## src/rtl/zifi_uart_ctrl.sv

```systemverilog
// zifi_uart_ctrl: TX/RX FIFO buffering and UART handshake sequencing for the ZiFi CPU
module zifi_uart_ctrl #(
    parameter int TX_AW      = 4,
    parameter int RX_AW      = 4,
    parameter int RX_HIWATER = 12
) (
    input  logic             clk_bus,
    input  logic             rst,
    input  logic [7:0]       wr_data,
    input  logic             wr_stb,
    input  logic             rd_stb,
    output logic [7:0]       rd_data,
    input  logic             tx_clr,
    input  logic             rx_clr,
    output logic [TX_AW:0]   tx_count,
    output logic [RX_AW:0]   rx_count,
    output logic             tx_ovf,
    output logic             rx_unf,
    output logic             rx_hiwater,
    output logic             tx_idle,
    output logic [7:0]       u_txdata,
    output logic             u_txbegin,
    input  logic             u_txbusy,
    input  logic [7:0]       u_rxdata,
    input  logic             u_rxrecv,
    output logic             u_data_read
);
    localparam logic [TX_AW:0] TX_DEPTH = {1'b1, {TX_AW{1'b0}}};
    localparam logic [RX_AW:0] RX_DEPTH = {1'b1, {RX_AW{1'b0}}};
    typedef enum logic [1:0] {T_IDLE, T_START, T_BUSY} tx_st_e;
    typedef enum logic [1:0] {R_IDLE, R_HOLD, R_ACK} rx_st_e;
    logic [7:0]       tx_mem [2**TX_AW];
    logic [TX_AW-1:0] tx_wp_q, tx_rp_q;
    logic [TX_AW:0]   tx_cnt_q;
    logic             tx_ovf_q, tx_push, tx_pop;
    tx_st_e           tx_st_q, tx_st_d;
    logic [1:0]       tmo_q, tmo_d;
    logic [7:0]       txdata_q, txdata_d;
    logic             txbegin_q, txbegin_d;
    logic [7:0]       rx_mem [2**RX_AW];
    logic [RX_AW-1:0] rx_wp_q, rx_rp_q;
    logic [RX_AW:0]   rx_cnt_q;
    logic             rx_unf_q, rx_push, rx_pop, rx_ok;
    rx_st_e           rx_st_q, rx_st_d;
    logic [7:0]       hold_q, hold_d, rx_wdata;
    logic             drd_q, drd_d, init_q;

    assign tx_push  = wr_stb && (tx_cnt_q != TX_DEPTH || tx_pop);
    assign rx_pop   = rd_stb && rx_cnt_q != '0;
    assign rx_ok    = !rx_clr && (rx_cnt_q != RX_DEPTH || rd_stb);
    assign rx_wdata = rx_st_q == R_HOLD ? hold_q : u_rxdata;

    // TX FIFO pointers/count: flush wins, a push into a full FIFO survives only alongside a pop
    always_ff @(posedge clk_bus) begin
        if (rst || tx_clr) begin
            tx_wp_q  <= '0;
            tx_rp_q  <= '0;
            tx_cnt_q <= '0;
            tx_ovf_q <= 1'b0;
        end else begin
            if (tx_push) tx_wp_q <= tx_wp_q + TX_AW'(1);
            if (tx_pop) tx_rp_q <= tx_rp_q + TX_AW'(1);
            tx_cnt_q <= tx_cnt_q + (TX_AW+1)'(tx_push) - (TX_AW+1)'(tx_pop);
            if (wr_stb && !tx_push) tx_ovf_q <= 1'b1;
        end
    end

    // TX FIFO storage
    always_ff @(posedge clk_bus) begin
        if (tx_push && !tx_clr) tx_mem[tx_wp_q] <= wr_data;
    end

    // TX state and registered transmitter outputs
    always_ff @(posedge clk_bus) begin
        if (rst) begin
            tx_st_q   <= T_IDLE;
            tmo_q     <= '0;
            txdata_q  <= '0;
            txbegin_q <= 1'b0;
        end else begin
            tx_st_q   <= tx_st_d;
            tmo_q     <= tmo_d;
            txdata_q  <= txdata_d;
            txbegin_q <= txbegin_d;
        end
    end

    // TX next state: start from idle, or straight from busy as soon as the transmitter frees up
    always_comb begin
        tx_pop  = tx_cnt_q != '0 && !u_txbusy && tx_st_q != T_START;
        tx_st_d = tx_pop ? T_START :
                  tx_st_q == T_START ? (u_txbusy ? T_BUSY : (tmo_q == 2'd3 ? T_IDLE : T_START)) :
                  (tx_st_q == T_BUSY && u_txbusy) ? T_BUSY : T_IDLE;
    end

    // TX outputs: one-cycle start with the popped head byte, start-ack timeout counter
    always_comb begin
        txbegin_d = tx_pop;
        txdata_d  = tx_pop ? tx_mem[tx_rp_q] : txdata_q;
        tmo_d     = tx_st_q == T_START ? tmo_q + 2'd1 : 2'd0;
    end

    // RX FIFO pointers/count: flush wins, popping an empty FIFO only flags underflow
    always_ff @(posedge clk_bus) begin
        if (rst || rx_clr) begin
            rx_wp_q  <= '0;
            rx_rp_q  <= '0;
            rx_cnt_q <= '0;
            rx_unf_q <= 1'b0;
        end else begin
            if (rx_push) rx_wp_q <= rx_wp_q + RX_AW'(1);
            if (rx_pop) rx_rp_q <= rx_rp_q + RX_AW'(1);
            rx_cnt_q <= rx_cnt_q + (RX_AW+1)'(rx_push) - (RX_AW+1)'(rx_pop);
            if (rd_stb && !rx_pop) rx_unf_q <= 1'b1;
        end
    end

    // RX FIFO storage
    always_ff @(posedge clk_bus) begin
        if (rx_push) rx_mem[rx_wp_q] <= rx_wdata;
    end

    // RX state, hold register and acknowledge; init_q releases a receiver stranded across reset
    always_ff @(posedge clk_bus) begin
        if (rst) begin
            rx_st_q <= R_IDLE;
            hold_q  <= '0;
            drd_q   <= 1'b0;
            init_q  <= 1'b1;
        end else begin
            rx_st_q <= rx_st_d;
            hold_q  <= hold_d;
            drd_q   <= drd_d;
            init_q  <= 1'b0;
        end
    end

    // RX next state: push when there is room (or a same-cycle pop), otherwise hold the byte
    always_comb begin
        rx_push = rx_ok && (rx_st_q == R_HOLD || (rx_st_q == R_IDLE && u_rxrecv));
        rx_st_d = rx_push ? R_ACK :
                  ((rx_st_q == R_IDLE && u_rxrecv) || rx_st_q == R_HOLD) ? R_HOLD : R_IDLE;
    end

    // RX outputs: capture on receive, acknowledge the cycle after the push
    always_comb begin
        hold_d = (rx_st_q == R_IDLE && u_rxrecv) ? u_rxdata : hold_q;
        drd_d  = rx_push || init_q;
    end

    assign rd_data     = rx_cnt_q == '0 ? 8'hFF : rx_mem[rx_rp_q];
    assign tx_count    = tx_cnt_q;
    assign rx_count    = rx_cnt_q;
    assign tx_ovf      = tx_ovf_q;
    assign rx_unf      = rx_unf_q;
    assign rx_hiwater  = rx_cnt_q >= (RX_AW+1)'(RX_HIWATER);
    assign tx_idle     = tx_cnt_q == '0 && tx_st_q == T_IDLE && !u_txbusy;
    assign u_txdata    = txdata_q;
    assign u_txbegin   = txbegin_q;
    assign u_data_read = drd_q;
endmodule

```

## config.mk

```make
export PLATFORM = sky130hd
export DESIGN_NAME = zifi_uart_ctrl
export DESIGN_NICKNAME = d
export VERILOG_FILES = /design/src/rtl/zifi_uart_ctrl.sv
export SDC_FILE = /design/constraint.sdc
export NUM_CORES = 1
export LEC_CHECK = 0
export ABC_CLOCK_PERIOD_IN_PS = 6750
export CORE_ASPECT_RATIO = 1.25
export CORE_MARGIN = 3
export CORE_UTILIZATION = 30
export CTS_BUF_LIST = sky130_fd_sc_hd__clkbuf_8
export DETAILED_ROUTE_END_ITERATION = 12
export GPL_TIMING_DRIVEN = 0
export SYNTH_ARGS = -nofsm -noshare
export SYNTH_HDL_FRONTEND = slang
export SYNTH_SLANG_ARGS = --single-unit
```

## constraint.sdc

```tcl
create_clock -name clk_bus -period 6.75 [get_ports clk_bus]
set_input_delay 1.35 -clock clk_bus [delete_from_list [all_inputs] [get_ports clk_bus]]
set_output_delay 1.35 -clock clk_bus [all_outputs]
set_load 0.005 [all_outputs]
```

# After elaboration in Yosys (flattened, before gate mapping)
# Memories as Yosys holds them, arrays and structs flattened. A register that Yosys moved wholly into a read port is not among the register bits.
# Index checks and enable logic that the tools add are counted.
# totals
memories,2
word_cells,86
out_inout_bits,32
register_bits,45
ramBits,256
# memory_table
memory,words,word_bits,read_ports,rd_clocked_by_memory_dff,write_ports,line_no,rtl
rx_mem,16,8,1,1,1,40,logic [7:0] rx_mem [2**RX_AW];
tx_mem,16,8,1,1,1,32,logic [7:0] tx_mem [2**TX_AW];
# op_classes
n_eq_ne,7
order_cmp,1
n_reduce_logical,33
bitwise,1
n_addsub,9
mux,16
# op_table
cell,count
$add A4 B1 Y4 const B,4
$mux W8,2
$logic_and A1 B1 Y1,13
$add A5 B1 Y5,2
$logic_not A5 Y1,2
$ne A5 B5 Y1 const B,2
$reduce_bool A5 Y1,2
$sub A5 B1 Y5,2
$mux W1,8
$mux W2,4
$mux W4,2
$logic_or A1 B1 Y1,6
$reduce_or A2 Y1,3
$ge A5 B4 Y1 const B,1
$logic_not A1 Y1,5
$eq A2 B1 Y1 const B,2
$eq A2 B2 Y1 const B,2
$logic_not A2 Y1,2
$add A2 B1 Y2 const B,1
$ne A2 B1 Y1 const B,1
$not A1 Y1,1

# Logic depth before layout (Yosys ltp)
# Gate-level depths: netlist of run 1.
# logic_depth
depth_word,8
depth_mapped,15
depth_no_buf,14

# Least setup slack after synthesis of run 1
# OpenSTA, ideal clock, no wires.
# synth_path
path_kind,input port to flip-flop
from,input u_txbusy
to,"register tx_cnt_q[4], in the netlist tx_count[4]"
arrival_time_ns,3.500
setup_ns,0.071
required_ns,6.679
stages,12
n_path_buf,2
path_slack_ns,3.179
path_cell_list,or3_1 -> clkbuf_1 -> inv_1 -> buf_2 -> ha_1 -> inv_1 -> ha_1 -> fa_1 -> a21oi_1 -> nor2_1 -> or3_1 -> a21oi_1
# synth_between
elab_chain_cells,7
# synth_rtl
element,line_no,rtl
start: declaration,23,"input logic u_txbusy,"
$logic_not A1 Y1 *,90,tx_pop = tx_cnt_q != '0 && !u_txbusy && tx_st_q != T_START;
$logic_and A1 B1 Y1 * (2 in a row),90,
named net tx_pop,35,"logic tx_ovf_q, tx_push, tx_pop;"
$logic_or A1 B1 Y1,48,assign tx_push = wr_stb && (tx_cnt_q != TX_DEPTH || tx_pop);
$logic_and A1 B1 Y1,48,
$add A5 B1 Y5,63,tx_cnt_q <= tx_cnt_q + (TX_AW+1)'(tx_push) - (TX_AW+1)'(tx_pop);
$sub A5 B1 Y5 *,63,
end signal: assignment,63,
end: declaration,34,logic [TX_AW:0] tx_cnt_q;
# Mark *: on every way through the listed nets, which the timed path passes. The rest lies on a longest branch.
# A chain may end at the register's enable or synchronous reset.

# Worst setup path in the final report of run 1
# layout_path
from,"register rx_cnt_q[2], in the netlist rx_count[2]"
to,output rd_data[4]
# layout_between
elab_chain_cells,2
# layout_rtl
element,line_no,rtl
start: declaration,42,logic [RX_AW:0] rx_cnt_q;
start signal: assignment,113,rx_cnt_q <= rx_cnt_q + (RX_AW+1)'(rx_push) - (RX_AW+1)'(rx_pop);
$logic_not A5 Y1,151,assign rd_data = rx_cnt_q == '0 ? 8'hFF : rx_mem[rx_rp_q];
$mux W8,151,
end: declaration,12,"output logic [7:0] rd_data,"
# No other way between the ends.

==> results.ini, run 1 <==
[clocking]
clock_insertion_delay_worst_skew_ns = 0.57
root_buffer = clkbuf_8
numCtsBuffers = 52
holdBufCountCts = 0
cts_tree = built
clockBufferDepth = 3
cts_sinks = 313
cts_setup_buffers = 0
post_cts_resize_count = 0
clk_pin_slew_ns = 0.06
htree_levels = 2

[yosys]
ys_seq_area_frac = 0.7013
ys.flop_type = edfxtp_1
synth.top_cells.by_count = edfxtp_1 (256), mux4_2 (60), nor2_1 (60), dfxtp_1 (57), mux2i_1 (26)
synth_area_per_cell_sq_um = 17.73
synth.most_common_cell = edfxtp_1
synth_area_leaders = edfxtp_1 (61%), mux4_2 (11%), dfxtp_1 (9.1%)
netlist_instances = 710
async_reset_ff_frac = 0
synth_area_sq_um = 12590
synth_top_area_frac = 0.6106
yosys.cell_types.count = 51
ys_ff_latch = 313
synth_enable_flop_cells = 256
yosysTopAreaCell = edfxtp_1
ys.warnings.count = 0
syn_nets = 761

[timing]
clock_skew_ns = 0.01540
hold_viol = 0
fin_tns_setup_ns = 0
setup_ws_ns = 2.207
timing.final.crit_share = 0.6731
rsz0062_at_grt = no
drv_slew = 0
setup_violations = 0
fmax_mhz = 220.1
min_period_ns = 4.543
worstMarginPinSlew_ns = 0.9997
max-slew-margin-rel = 0.3311

[floorplanning]
die_h_um = 235.0
die_w_um = 189.2
start_util = 0.3054
core_area_sq_um = 41230
io_pins = 56
rows = 83
die_area_sq_um = 44470

[detailed_routing]
dr.pass1.iters = 4
routed_wirelength_mm = 26.93
wl_per_cell_um = 19.02
viasPerCell = 4.593
vias = 6504
drc = 0
ant_nets = 0
drt_iter0_drc = 239

[place]
placed_area_sq_um = 13900
io_buffers = 54
routabilityCongestion = 0.7348
dp_hpwl_mm = 17.90
dp.cells = 1320
dpl_worst_slack_ns = 2.156

[critical_path]
r2r_start = tx_count[2]
reg2reg_depth = 15
r2r_slack_ns = 3.35
crit_fanout = 8
rr_endpoint = tx_count[4]
arrival_ns = 3.19
critical_path_class = reg -> out
crit_path_end_kind = output port
setup.worst_path.start_class = flip-flop
worstPathRequired_ns = 5.40

[finish]
area_growth_pct = 17.81
final_nets = 873
design_area_sq_um = 14830
fin_cells = 1416
antenna_cells = 0
drive_above_1_share = 0.2037
final_util = 0.3597

[grt]
grt_usage = 0.1215
grt_pass1_wl_mm = 41.58
grt_max_degree = 17
antenna_found_initial = 0
grt-ovfl-total = 0
grt_pass1_vias = 7144

[power_and_ir_drop]
p_sw_frac = 0.2689
pwr-share-seq = 0.475
combPwrFrac = 0.204
p_leak_nw = 4.779
switchingPower_w = 0.001257
p_int_w = 0.003419
power_density_nw_per_um2 = 315.3
pwr-share-clk = 0.320
irDropWorstVdd_uv = 191.9

[min_path]
hold_depth = 1
hp-start = tmo_q[0]
holdCritPathClass = reg -> reg
min_to = tmo_q[0]

[run_status]
status = finished clean

[job]
drv_cap = 0

-- worst max-delay path by stage --
stage                         endpoint  slack (ns)  depth (start not counted)         from
after floorplan            tx_count[4]        3.18                         12     u_txbusy
final                       rd_data[4]        2.21                          7  rx_count[2]
after detailed placement   tx_count[4]        2.16                         11     u_txbusy
after CTS                   rd_data[4]        2.15                          7  rx_count[2]
after global routing        rd_data[4]        2.04                          7  rx_count[2]
after global placement    tx_mem[0][3]        1.98                          4     u_txbusy
-- cell usage in the layout, fill, tap and decap left out, types with 4 or more instances in the layout --
cell type        count
edfxtp_1           256
mux4_2              60
nor2_1              60
dfxtp_1             57
clkbuf_8            56
clkdlybuf4s50_1     54
inv_1               47
mux2i_1             26
ha_1                25
mux2_2              24
clkbuf_1            21
nor3b_1             13
a21oi_1             13
nand2_1             12
nand2b_1             9
a221o_1              9
clkinv_1             9
a22oi_1              8
xnor2_1              7
nand3_1              7
xor2_1               6
clkinv_2             6
buf_2                5
buf_1                5
nor3_2               5
buf_4                5
nor3_1               5
and2_1               4
or3_1                4
nor4_2               4
mux4_1               4
o21ai_0              4
-- registers in the layout, indices dropped and copies added, names as in the netlist, named ones only --
name,count
u_txdata,8
tx_ovf,1
u_data_read,1
tx_mem,128
rx_unf,1
tx_wp_q,4
u_txbegin,1
rx_rp_q,4
tx_rp_q,4
hold_q,8
rx_count,5
tx_count,5
rx_wp_q,4
rx_mem,128
tmo_q,2
init_q,1
rx_st_q,2
tx_st_q,2
-- per-stage QoR --
step	hold slack [ns]	power, W
CTS	0.4393	0.004743
detailed placement	0.4239	0.003234
floorplan	0.4062	0.002846
global route	0.4722	0.004928
finish	0.4372	0.004677
global placement	0.4137	0.003220
-- critical path: stages, from the launching register on --
cell	delay, ns
dfxtp_1	0.35
inv_1	0.11
ha_1	0.17
or4b_2	0.67
and2_1	0.20
clkbuf_1	0.26
a22oi_1	0.31
clkdlybuf4s50_1	0.55
-- cell type report --
| class | instances | area (sq um) |
|---|---|---|
| flip-flops and latches | 313 | 8828 |
| fillers | 3941 | 26400 |
| repair buffers | 58 | 570.5 |
| clock buffers | 56 | 770.7 |
| inverters | 24 | 90.09 |
| multi-input cells | 338 | 3543 |
| clock inverters | 40 | 165.2 |
| well taps | 552 | 690.7 |
| plain buffers | 35 | 172.7 |
-- power groups by stage --
stage | combinational [W] | clock [W] | sequential, W
3_5_place_dp | 0.000971 | 0 | 0.00226
5_1_grt | 0.00106 | 0.00163 | 0.00223
2_1_floorplan | 0.000595 | 0 | 0.00225
4_1_cts | 0.000976 | 0.00154 | 0.00222
3_3_place_gp | 0.000958 | 0 | 0.00226
6_report | 0.000956 | 0.00150 | 0.00222
-- cell families (layout without fill, tap and decap cells) --
| logic type | count (synthesis) | count (layout) | synth area share |
|---|---|---|---|
| XOR/XNOR | 13 | 13 | 0.009044 |
| adder cells (fa/ha/maj) | 27 | 27 | 0.02803 |
| buffers and inverters | 59 | 213 | 0.02087 |
| AO/OA/AOI/OAI | 47 | 47 | 0.02763 |
| AND/OR/NAND/NOR | 137 | 137 | 0.05536 |
| flip-flops | 313 | 313 | 0.7013 |
| multiplexers | 114 | 114 | 0.1578 |
-- per-layer routing --
metal	track usage	routed length, um	vias to the layer above	part of all wire
li1	-	-	3015	-
met1	0.1393	10830	3327	0.40
met2	0.2277	14730	126	0.55
met3	0.02418	919	36	0.034
met4	0.03451	446	0	0.017
met5	0	0	-	0
Power figures use the tool's default switching activity.
==> inputs of run 2 (changes only) <==
--- a/config.mk
+++ b/config.mk
@@ -5,7 +5,7 @@
 export SDC_FILE = /design/constraint.sdc
 export NUM_CORES = 1
 export LEC_CHECK = 0
-export ABC_CLOCK_PERIOD_IN_PS = 6750
+export ABC_CLOCK_PERIOD_IN_PS = 3800
 export CORE_ASPECT_RATIO = 1.25
 export CORE_MARGIN = 3
 export CORE_UTILIZATION = 30
==> constraint.sdc (replaced) <==
create_clock -name clk_bus -period 3.8 [get_ports clk_bus]
set_input_delay 0.76 -clock clk_bus [delete_from_list [all_inputs] [get_ports clk_bus]]
set_output_delay 0.76 -clock clk_bus [all_outputs]
set_load 0.005 [all_outputs]
==> run 2 against run 1 <==
Compared with the run above:
- design area grew 0.11%
- count of clock-buffer cells in the layout is the same
- critical path depth shrank 2
- via count is essentially flat
- non-clock buffer count shrank 2
- combinational power grew 79%
- sequential cell count is the same
- sequential power grew 78%
==> results.ini, run 2 (synthesis results as in run 1) <==
[finish]
final_common_cell = edfxtp_1
fin_cells = 1414
final_util = 0.3601
reg.largest.list = rx_mem (128), tx_mem (128)
final_cell_mix = edfxtp_1 (256), mux4_2 (60), nor2_1 (59)
area_growth_pct = 17.94
final-seq-area_sq_um = 8828
final_nets = 871
drive_above_1_share = 0.2100
nFillCells = 3936
antenna_cells = 0
multiInputGateArea_sq_um = 3558

[detailed_routing]
ant_nets = 0
routed_wirelength_mm = 26.97
wl_per_cell_um = 19.07
vias = 6510
viasPerCell = 4.604
dr.pass1.iters = 4
drt_iter0_drc = 277
drc = 0

[critical_path]
setup.worst_path.end = rd_data[1]
crit_fanout = 10
crit_path_end_kind = output port
critical_path_class = reg -> out
worstPathRequired_ns = 3.04
rr_endpoint = tx_count[4]
setup.worst_path.start_class = flip-flop
slowest_stage = clkbuf_1
arrival_ns = 2.90
r2r_start = tx_count[2]
path_cells = clkbuf_1 > mux4_2 > mux2i_1 > a22oi_1 > clkdlybuf4s50_1
r2r_slack_ns = 0.39
slowest_delay_ns = 0.58
reg2reg_depth = 15

[grt]
grt_max_degree = 17
antenna_found_initial = 0
grt-ovfl-total = 0
grt_pass1_wl_mm = 41.56
grt_pass1_vias = 7145
grt_usage = 0.1214

[timing]
max-slew-margin-rel = 0.3567
min_period_ns = 3.659
hold_viol = 0
setup_violations = 0
whs_ns = 0.4372
timing.final.crit_share = 0.9630
worstMarginPinSlew_ns = 0.9614
rsz0062_at_grt = no
fin_tns_setup_ns = 0
drv_slew = 0
clock_skew_ns = 0.01668
fmax_mhz = 273.3

[clocking]
cts_setup_buffers = 0
htree_levels = 2
holdBufCountCts = 0
root_buffer = clkbuf_8
clk_pin_slew_ns = 0.06
cts_tree = built
clockBufferDepth = 3
clock_insertion_delay_worst_skew_ns = 0.57
cts_sinks = 313
numCtsBuffers = 52
post_cts_resize_count = 6

[floorplanning]
core_area_sq_um = 41230
die_h_um = 235.0
rows = 83
io_pins = 56
die_w_um = 189.2
die_area_sq_um = 44470
start_util = 0.3054

[min_path]
holdCritPathClass = reg -> reg

[power_and_ir_drop]
irDropWorstVdd_uv = 340.2
p_leak_nw = 4.784
power_density_nw_per_um2 = 560.6

[place]
dp.cells = 1320
dp_hpwl_mm = 17.90
routabilityCongestion = 0.7348
io_buffers = 54

[job]
drv_cap = 0

[run_status]
status = finished clean

-- run 2: layout make-up --
cell class	instances	area share
Sequential cell	313	0.5946
Tap cell	552	0.04652
Clock inverter	40	0.01112
Clock buffer	56	0.05191
Timing Repair Buffer	58	0.03843
Multi-Input combinational cell	338	0.2397
Buffer	33	0.01171
Inverter	24	0.006067
-- run 2: where the power goes --
group / internal [W] / total (W) / switching [W]
Combinational: 0.000882 / 0.00171 / 0.000827
Clock: 0.00135 / 0.00266 / 0.00131
Sequential: 0.00385 / 0.00395 / 0.000105
Total: 0.00609 / 0.00832 / 0.00224
-- run 2: worst max-delay path: cells and delay by family, from the launching register on --
kind / cells / cell delay (ns)
buffers and inverters: 2 / 1.06
AOI/OAI and AO/OA: 1 / 0.11
DFF: 1 / 0.47
muxes: 2 / 0.68
-- run 2: how the worst min path moves through the flow --
stage          depth (start not counted)      from        to
2_1_floorplan                          1  tmo_q[0]  tmo_q[0]
4_1_cts                                1  tmo_q[0]  tmo_q[0]
3_5_place_dp                           1  tmo_q[0]  tmo_q[0]
5_1_grt                                1  tmo_q[0]  tmo_q[0]
3_3_place_gp                           1  tmo_q[0]  tmo_q[0]
6_report                               1  tmo_q[0]  tmo_q[0]
-- run 2: through the flow --
step                      cell area, sq um  power, W  setup slack, ns
final                                14850  0.008324           0.1407
after global routing                 14850  0.008771         0.007174
after CTS                            14840  0.008440          0.01019
after detailed placement             13900  0.005744          -0.2037
after global placement               13820  0.005720          -0.3805
after floorplan                      12590  0.005055           0.8193
-- run 2: layer usage --
layer / global-route usage / share of wire
met1: 0.1393 / 0.40
met2: 0.2276 / 0.54
met3: 0.02418 / 0.035
met4: 0.03451 / 0.017
met5: 0 / 0
